===== config.mk =====
export PLATFORM = sky130hd
export DESIGN_NAME = panel_bus_master
export DESIGN_NICKNAME = d
export VERILOG_FILES = /design/src/rtl/panel_bus_master.sv
export SDC_FILE = /design/constraint.sdc
export NUM_CORES = 1
export LEC_CHECK = 0
export CORE_ASPECT_RATIO = 1.4
export CORE_MARGIN = 4
export CORE_UTILIZATION = 43
export DETAILED_ROUTE_END_ITERATION = 8
export HOLD_SLACK_MARGIN = 0.05
export PLACE_DENSITY = 0.8
export SLEW_MARGIN = 5
export SYNTH_ARGS = -nofsm -noshare
export SYNTH_HDL_FRONTEND = slang
export SYNTH_SLANG_ARGS = --single-unit

===== constraint.sdc =====
create_clock -name clk -period 2.65 [get_ports clk]
set_input_delay 0.53 -clock clk [delete_from_list [all_inputs] [get_ports clk]]
set_output_delay 0.53 -clock clk [all_outputs]
set_load 0.05 [all_outputs]

===== src/rtl/panel_bus_master.sv =====
// Front-panel bus initiator: runs EXAMINE / DEPOSIT cycles directly on the
// memory bus while the CPU is paused and latches the read-back byte.
module panel_bus_master #(
  parameter int RD_LATENCY = 1
) (
  input  logic        clk,
  input  logic        reset,
  input  logic        pause,
  input  logic        examine_pulse,
  input  logic        examine_next_pulse,
  input  logic        deposit_pulse,
  input  logic        deposit_next_pulse,
  input  logic [15:0] addr_sw,
  input  logic [7:0]  data_sw,
  output logic        bus_req,
  input  logic        bus_gnt,
  output logic [15:0] mem_addr,
  output logic        mem_we,
  output logic        mem_rd,
  output logic [7:0]  mem_wdata,
  input  logic [7:0]  mem_rdata,
  output logic [15:0] addr_leds,
  output logic [7:0]  data_leds,
  output logic        busy
);

  typedef enum logic [2:0] {IDLE, REQ, WRITE, READ, WAIT, DONE} state_t;

  localparam logic [1:0] LAST_WAIT = 2'(RD_LATENCY - 1);

  state_t      state;
  logic        op_write;
  logic [15:0] addr_reg;
  logic [7:0]  data_reg;
  logic [7:0]  wdata_reg;
  logic [1:0]  wait_cnt;
  logic        bus_req_q;
  logic        we_q;
  logic        rd_q;
  logic        busy_q;

  logic any_cmd;
  logic abort;

  assign any_cmd = examine_pulse | examine_next_pulse | deposit_pulse | deposit_next_pulse;
  assign abort   = !bus_gnt || !pause;

  always_ff @(posedge clk) begin
    if (reset) begin
      state     <= IDLE;
      op_write  <= 1'b0;
      addr_reg  <= 16'h0000;
      data_reg  <= 8'h00;
      wdata_reg <= 8'h00;
      wait_cnt  <= 2'd0;
      bus_req_q <= 1'b0;
      we_q      <= 1'b0;
      rd_q      <= 1'b0;
      busy_q    <= 1'b0;
    end else begin
      we_q <= 1'b0;
      rd_q <= 1'b0;
      case (state)
        IDLE: begin
          if (pause && any_cmd) begin
            state     <= REQ;
            bus_req_q <= 1'b1;
            busy_q    <= 1'b1;
            if (examine_pulse) begin
              addr_reg <= addr_sw;
              op_write <= 1'b0;
            end else if (examine_next_pulse) begin
              addr_reg <= addr_reg + 16'd1;
              op_write <= 1'b0;
            end else if (deposit_pulse) begin
              wdata_reg <= data_sw;
              op_write  <= 1'b1;
            end else begin
              addr_reg  <= addr_reg + 16'd1;
              wdata_reg <= data_sw;
              op_write  <= 1'b1;
            end
          end
        end
        REQ: begin
          if (bus_gnt) begin
            if (op_write) begin
              state <= WRITE;
              we_q  <= 1'b1;
            end else begin
              state <= READ;
              rd_q  <= 1'b1;
            end
          end
        end
        WRITE: begin
          if (abort) begin
            state     <= IDLE;
            bus_req_q <= 1'b0;
            busy_q    <= 1'b0;
          end else begin
            state <= READ;
            rd_q  <= 1'b1;
          end
        end
        READ: begin
          if (abort) begin
            state     <= IDLE;
            bus_req_q <= 1'b0;
            busy_q    <= 1'b0;
          end else begin
            state    <= WAIT;
            wait_cnt <= 2'd0;
          end
        end
        WAIT: begin
          if (abort) begin
            state     <= IDLE;
            bus_req_q <= 1'b0;
            busy_q    <= 1'b0;
          end else if (wait_cnt == LAST_WAIT) begin
            data_reg  <= mem_rdata;
            state     <= DONE;
            bus_req_q <= 1'b0;
          end else begin
            wait_cnt <= wait_cnt + 2'd1;
          end
        end
        DONE: begin
          state  <= IDLE;
          busy_q <= 1'b0;
        end
        default: begin
          state     <= IDLE;
          bus_req_q <= 1'b0;
          busy_q    <= 1'b0;
        end
      endcase
    end
  end

  // Strobes are qualified by the live grant so a dropped grant can never
  // leave a strobe on the bus for the cycle it takes the FSM to notice.
  assign mem_we    = we_q & bus_gnt;
  assign mem_rd    = rd_q & bus_gnt;
  assign bus_req   = bus_req_q;
  assign busy      = busy_q;
  assign mem_addr  = addr_reg;
  assign mem_wdata = wdata_reg;
  assign addr_leds = addr_reg;
  assign data_leds = data_reg;

endmodule


Word-level counts from Yosys, hierarchy flattened

Cells that the tools add are included.

Add/subtract/negate cells: 2
$mul: 0
Div/mod/pow operators: 0
Magnitude comparators: 0
Equality and inequality tests: 14
Shift-type cells: 0
Mux-type cells: 28
Bitwise operators: 11
Reduce and logical (&&, ||, !) cells: 19

Operator list:

| kind                                                  | number |
|---|---|
| 2-to-1 mux 16 bit                                     | 3 |
| adder 16 x 1 -> 16 bit, second input constant         | 1 |
| 2-to-1 mux 3 bit                                      | 5 |
| one-hot mux 3 bit (5 select lines)                    | 1 |
| AND reduction 3 bit                                   | 4 |
| AND reduction 4 bit                                   | 3 |
| 2-to-1 mux 1 bit                                      | 11 |
| inequality test 2 bit, second input constant          | 5 |
| 2-to-1 mux 2 bit                                      | 4 |
| == test 3 x 2 -> 1 bit, second input constant         | 2 |
| == test 3 bit, second input constant                  | 2 |
| inequality test 3 bit, second input constant          | 2 |
| inverter 1 bit                                        | 6 |
| OR reduction 3 bit                                    | 2 |
| inequality test 2 x 1 -> 1 bit, second input constant | 2 |
| one-hot mux 1 bit (4 select lines)                    | 1 |
| one-hot mux 2 bit (2 select lines)                    | 1 |
| OR reduction 2 bit                                    | 2 |
| == test 3 x 1 -> 1 bit, second input constant         | 1 |
| logical NOT 3 bit                                     | 1 |
| OR 1 bit                                              | 3 |
| one-hot mux 1 bit (3 select lines)                    | 1 |
| adder 2 x 1 -> 2 bit, second input constant           | 1 |
| AND 1 bit                                             | 2 |
| 7 further kinds                                       | 8 |

Flip-flop bits (word level): 42
Latch bits: 0
Bits in writable memories: 0
Bits in read-only memories: 0
Bits of input ports: 40
Output and inout port bits: 52
Word-level logic and storage cells: 84
Memories kept: 0

Logic depth before layout (Yosys ltp)

Depth after elaboration: 6
Depth in mapped cells: 7
Depth with buffers taken out: 6

Worst setup path before layout

Ideal clock, no wire load.

Path kind: reg-to-reg
Start point: register addr_reg[0] (netlist: addr_leds[0])
End point: register addr_reg[12] (netlist: addr_leds[12])
Setup time: 74 ps
Arrival time: 2185 ps
Data required time: 2576 ps
Path slack: 390 ps
Stages on the path, launching flop included: 6
Path buffers: 0
Period minus slack after synthesis: 2260 ps
Path through: dfxtp_1 > ha_1 > nand4_1 > or4_4 > or4_1 > a31oi_1

Cells in the longest elaborated chain, start to end: 4

RTL lines:

| item                     | line   | RTL |
|---|---|---|
| start, declared          | 33     | `logic [15:0] addr_reg;` |
| start signal, assigned   | 70     | `addr_reg <= addr_sw;` |
| start signal, assigned   | 73     | `addr_reg <= addr_reg + 16'd1;` |
| start signal, assigned   | 79     | `addr_reg <= addr_reg + 16'd1;` |
| adder 16 x 1 -> 16 bit * | 73, 79 |  |
| 2-to-1 mux 16 bit        | 75     | `end else if (deposit_pulse) begin` |
| 2-to-1 mux 16 bit *      | 72     | `end else if (examine_next_pulse) begin` |
| 2-to-1 mux 16 bit *      | 69     | `if (examine_pulse) begin` |

Every way passes the cells marked *; elsewhere a longest branch is shown, timed or not. The select of a mux whose other input is x is not followed.
A chain may end at the register's enable or synchronous reset.

Worst setup path in the final report

Start point: register addr_reg[2] (netlist: addr_leds[2])
End point: output port addr_leds[2]

RTL lines:

| item          | line | RTL |
|---|---|---|
| end, declared | 22   | `output logic [15:0] addr_leds,` |

No word-level cell between the ends.

==> flow_summary_export.csv <==
group,metric,value,unit
flow_run,maxCapViolCount,0,
timing,setup_violations,0,
clocking,htree_levels,2,
timing,whs,467,ps
place,pre_cts_ws,363,ps
logic_synthesis,synthTopCellsByArea,"dfxtp_1 (37%), mux2i_1 (7.4%), buf_4 (5.5%), nor2_1 (4.1%), nand2_1 (3.4%)",
timing,fin_tns_setup,0,ps
setup_path,worstPathRequired,2120,ps
setup_path,critPathBufInv,1,
logic_synthesis,synth.distinct_cells,49,
clocking,insertion_delay,280,ps
logic_synthesis,synth_top_area_share,36.5,%
place,io_buffers,91,
layout,syn_to_final_growth,41.6,%
floorplan,coreArea,5200,µm²
setup_path,arrival,1730,ps
timing,rsz0062_at_grt,"false",
clocking,cts_root_buf,"clkbuf_8",
floorplan,ios,92,
power,p_leak,1.16,nW
grt,grt_pass1_wl,10.2,mm
place,dp_hpwl,4.66,mm
setup_path,start_kind,"flop",
logic_synthesis,synth_commonest_cells,"dfxtp_1 (42), nor2_1 (25), nand2_1 (21), buf_4 (17), mux2i_1 (17)",
logic_synthesis,synthArstFlopShare,0,%
logic_synthesis,synth_most_common_cell,"dfxtp_1",
clocking,post_cts_resized,0,
grt,grt_pass1_vias,2247,
clocking,cts.path.max_buffers,2,
place,gp_congestion,0.869,
setup_path,critPathKind,"reg -> out",
logic_synthesis,avgSynthCellArea,8.26,µm²
setup_path,slowest_delay,890,ps
clocking,cts_tree,"yes",
clocking,clkTransAtPathRegs,80,ps
route,wl,6.19,mm
logic_synthesis,synth_area_leader_cell,"dfxtp_1",
min_path,hold_path.class,"reg -> reg",
clocking,postCtsHoldBufs,0,
logic_synthesis,ys_ff_latch,42,
clocking,post-cts-setup-buffers,0,
route,route.detailed.drc,0,
setup_path,cp_cell_sequence,"clkdlybuf4s50_1",
logic_synthesis,syn-num-nets,321,
logic_synthesis,synth_edf_count,0,
layout,final_net_count,391,
logic_synthesis,synth_area,2300,µm²
route,drtPass1Iterations,4,
grt,grt_start_max_net_pins,41,
timing,drv_slew,0,
logic_synthesis,synth_ff_type,"dfxtp_1",
timing,tightestPinTransition,731,ps
logic_synthesis,synth.yosys.warnings,0,
setup_path,critPathMaxFanout,12,
route,drt-vias-per-instance,5.59,
grt,grt_overflow_total,0,
power,ir_drop,0.000343,V
setup_path,cp_top_family,"buffers and inverters",
timing,timing.fmax,442,MHz
logic_synthesis,synthCells,279,
power,p_per_area,458,nW/µm²
timing,final.min_clock_period,2260,ps
route,avgRoutedWirePerCell,14.9,µm
route,vias,2327,
timing,period_share,85.3,%
timing,max_slew_margin,50.9,%
route,drt-initial-drc-count,284,
floorplan,initial_utilization,44.3,%
grt,grt_antenna_before_repair,0,
setup_path,cp_slowest_cell,"clkdlybuf4s50_1",
timing,layout_setup_ws,390,ps
logic_synthesis,ys_seq_area_share,36.5,%
outcome,status,"finished clean",
layout,final_util,62.8,%
timing,hold_violations,0,
layout,diodes,0,
setup_path,end_kind,"primary output",
floorplan,die_x,69.9,µm
floorplan,die-area,6610,µm²
timing,skew,3.34,ps
grt,gr-usage-all-layers,18.6,%
floorplan,die_h,94.6,µm
clocking,cts_num_sinks,42,
route,ant_nets,0,
floorplan,row_count,31,
layout,drive_gt1_share,6.86,%
clocking,cts_made_buffers,5,
[routing by layer]
layer	GRT usage, %	share of wire (%)	vias to the layer above
met5	0	0	-
met4	6.71	1.4	0
met3	5.01	7.6	8
met2	34.5	53	93
met1	20.1	38	1076
li1	-	-	1150
[layout by cell type, fill, tap and decap left out, drive strengths merged, types with 3 or more instances in the layout]
cell type	count
o41ai	3
nand3	16
buf	11
nand2	21
nor4	6
o31ai	6
nor2	26
a21oi	13
nor2b	3
clkdlybuf4s50	89
o21ai	12
nand3b	3
clkbuf	6
nand4	11
nand2b	4
a31oi	5
a32o	4
inv	7
dfxtp	42
a21boi	4
o311a	3
nor3	6
o221ai	3
clkinv	3
mux2i	17
[kinds of logic after synthesis]
kind of cell    Yosys count  synth area share, %
flops                    42                 36.5
compound gates           64                 19.4
fa+ha+maj                 3                 1.52
simple gates            108                 24.8
buf+inv                  45                 10.4
mux                      17                 7.39
[metrics by stage]
step | std cells | total power (W) | cell area [µm²]
finish | 416 | 0.00149 | 3260
global route | 416 | 0.00156 | 3260
CTS | 416 | 0.00151 | 3260
detailed placement | 408 | 0.00111 | 3180
global placement | 408 | 0.00111 | 3180
floorplan | 279 | 0.000961 | 2300
[state kept, by name (all words and copies together) (netlist names)]
| register | cells |
|---|---|
| addr_leds | 16 |
| bus_req | 1 |
| busy | 1 |
| data_leds | 8 |
| mem_wdata | 8 |
| op_write | 1 |
| rd_q | 1 |
| state | 3 |
| wait_cnt | 2 |
| we_q | 1 |
[worst min-delay path: stages, from the launching register on]
cell and delay [ps]:
dfxtp_1 320, nand2_1 50, a21oi_1 50
[worst paths after layout]
path                     start            to  slack (ps)  depth (start not counted)
setup / recovery  addr_leds[2]  addr_leds[2]         390                          1
hold / removal         bus_req       bus_req         470                          2
setup reg to reg      state[0]  addr_leds[7]         480                          5
hold reg to reg        bus_req       bus_req         470                          2
[power by group]
part	total, W	leakage, nW	switching, W	internal (W)
Clock	0.000397	0.0452	0.000211	0.000186
Sequential	0.000693	0.341	0.0000370	0.000656
Combinational	0.000404	0.770	0.000239	0.000165
[cell type report]
| cell class | count | area [µm²] |
|---|---|---|
| clock buffer | 6 | 72.6 |
| clock inverter | 2 | 13.8 |
| fill | 480 | 1940 |
| inverter | 8 | 30.0 |
| multi-input combinational | 192 | 1220 |
| sequential | 42 | 841 |
| tap | 66 | 82.6 |
| timing repair buffer | 100 | 998 |
No activity file was read; power rests on OpenSTA's default activity.
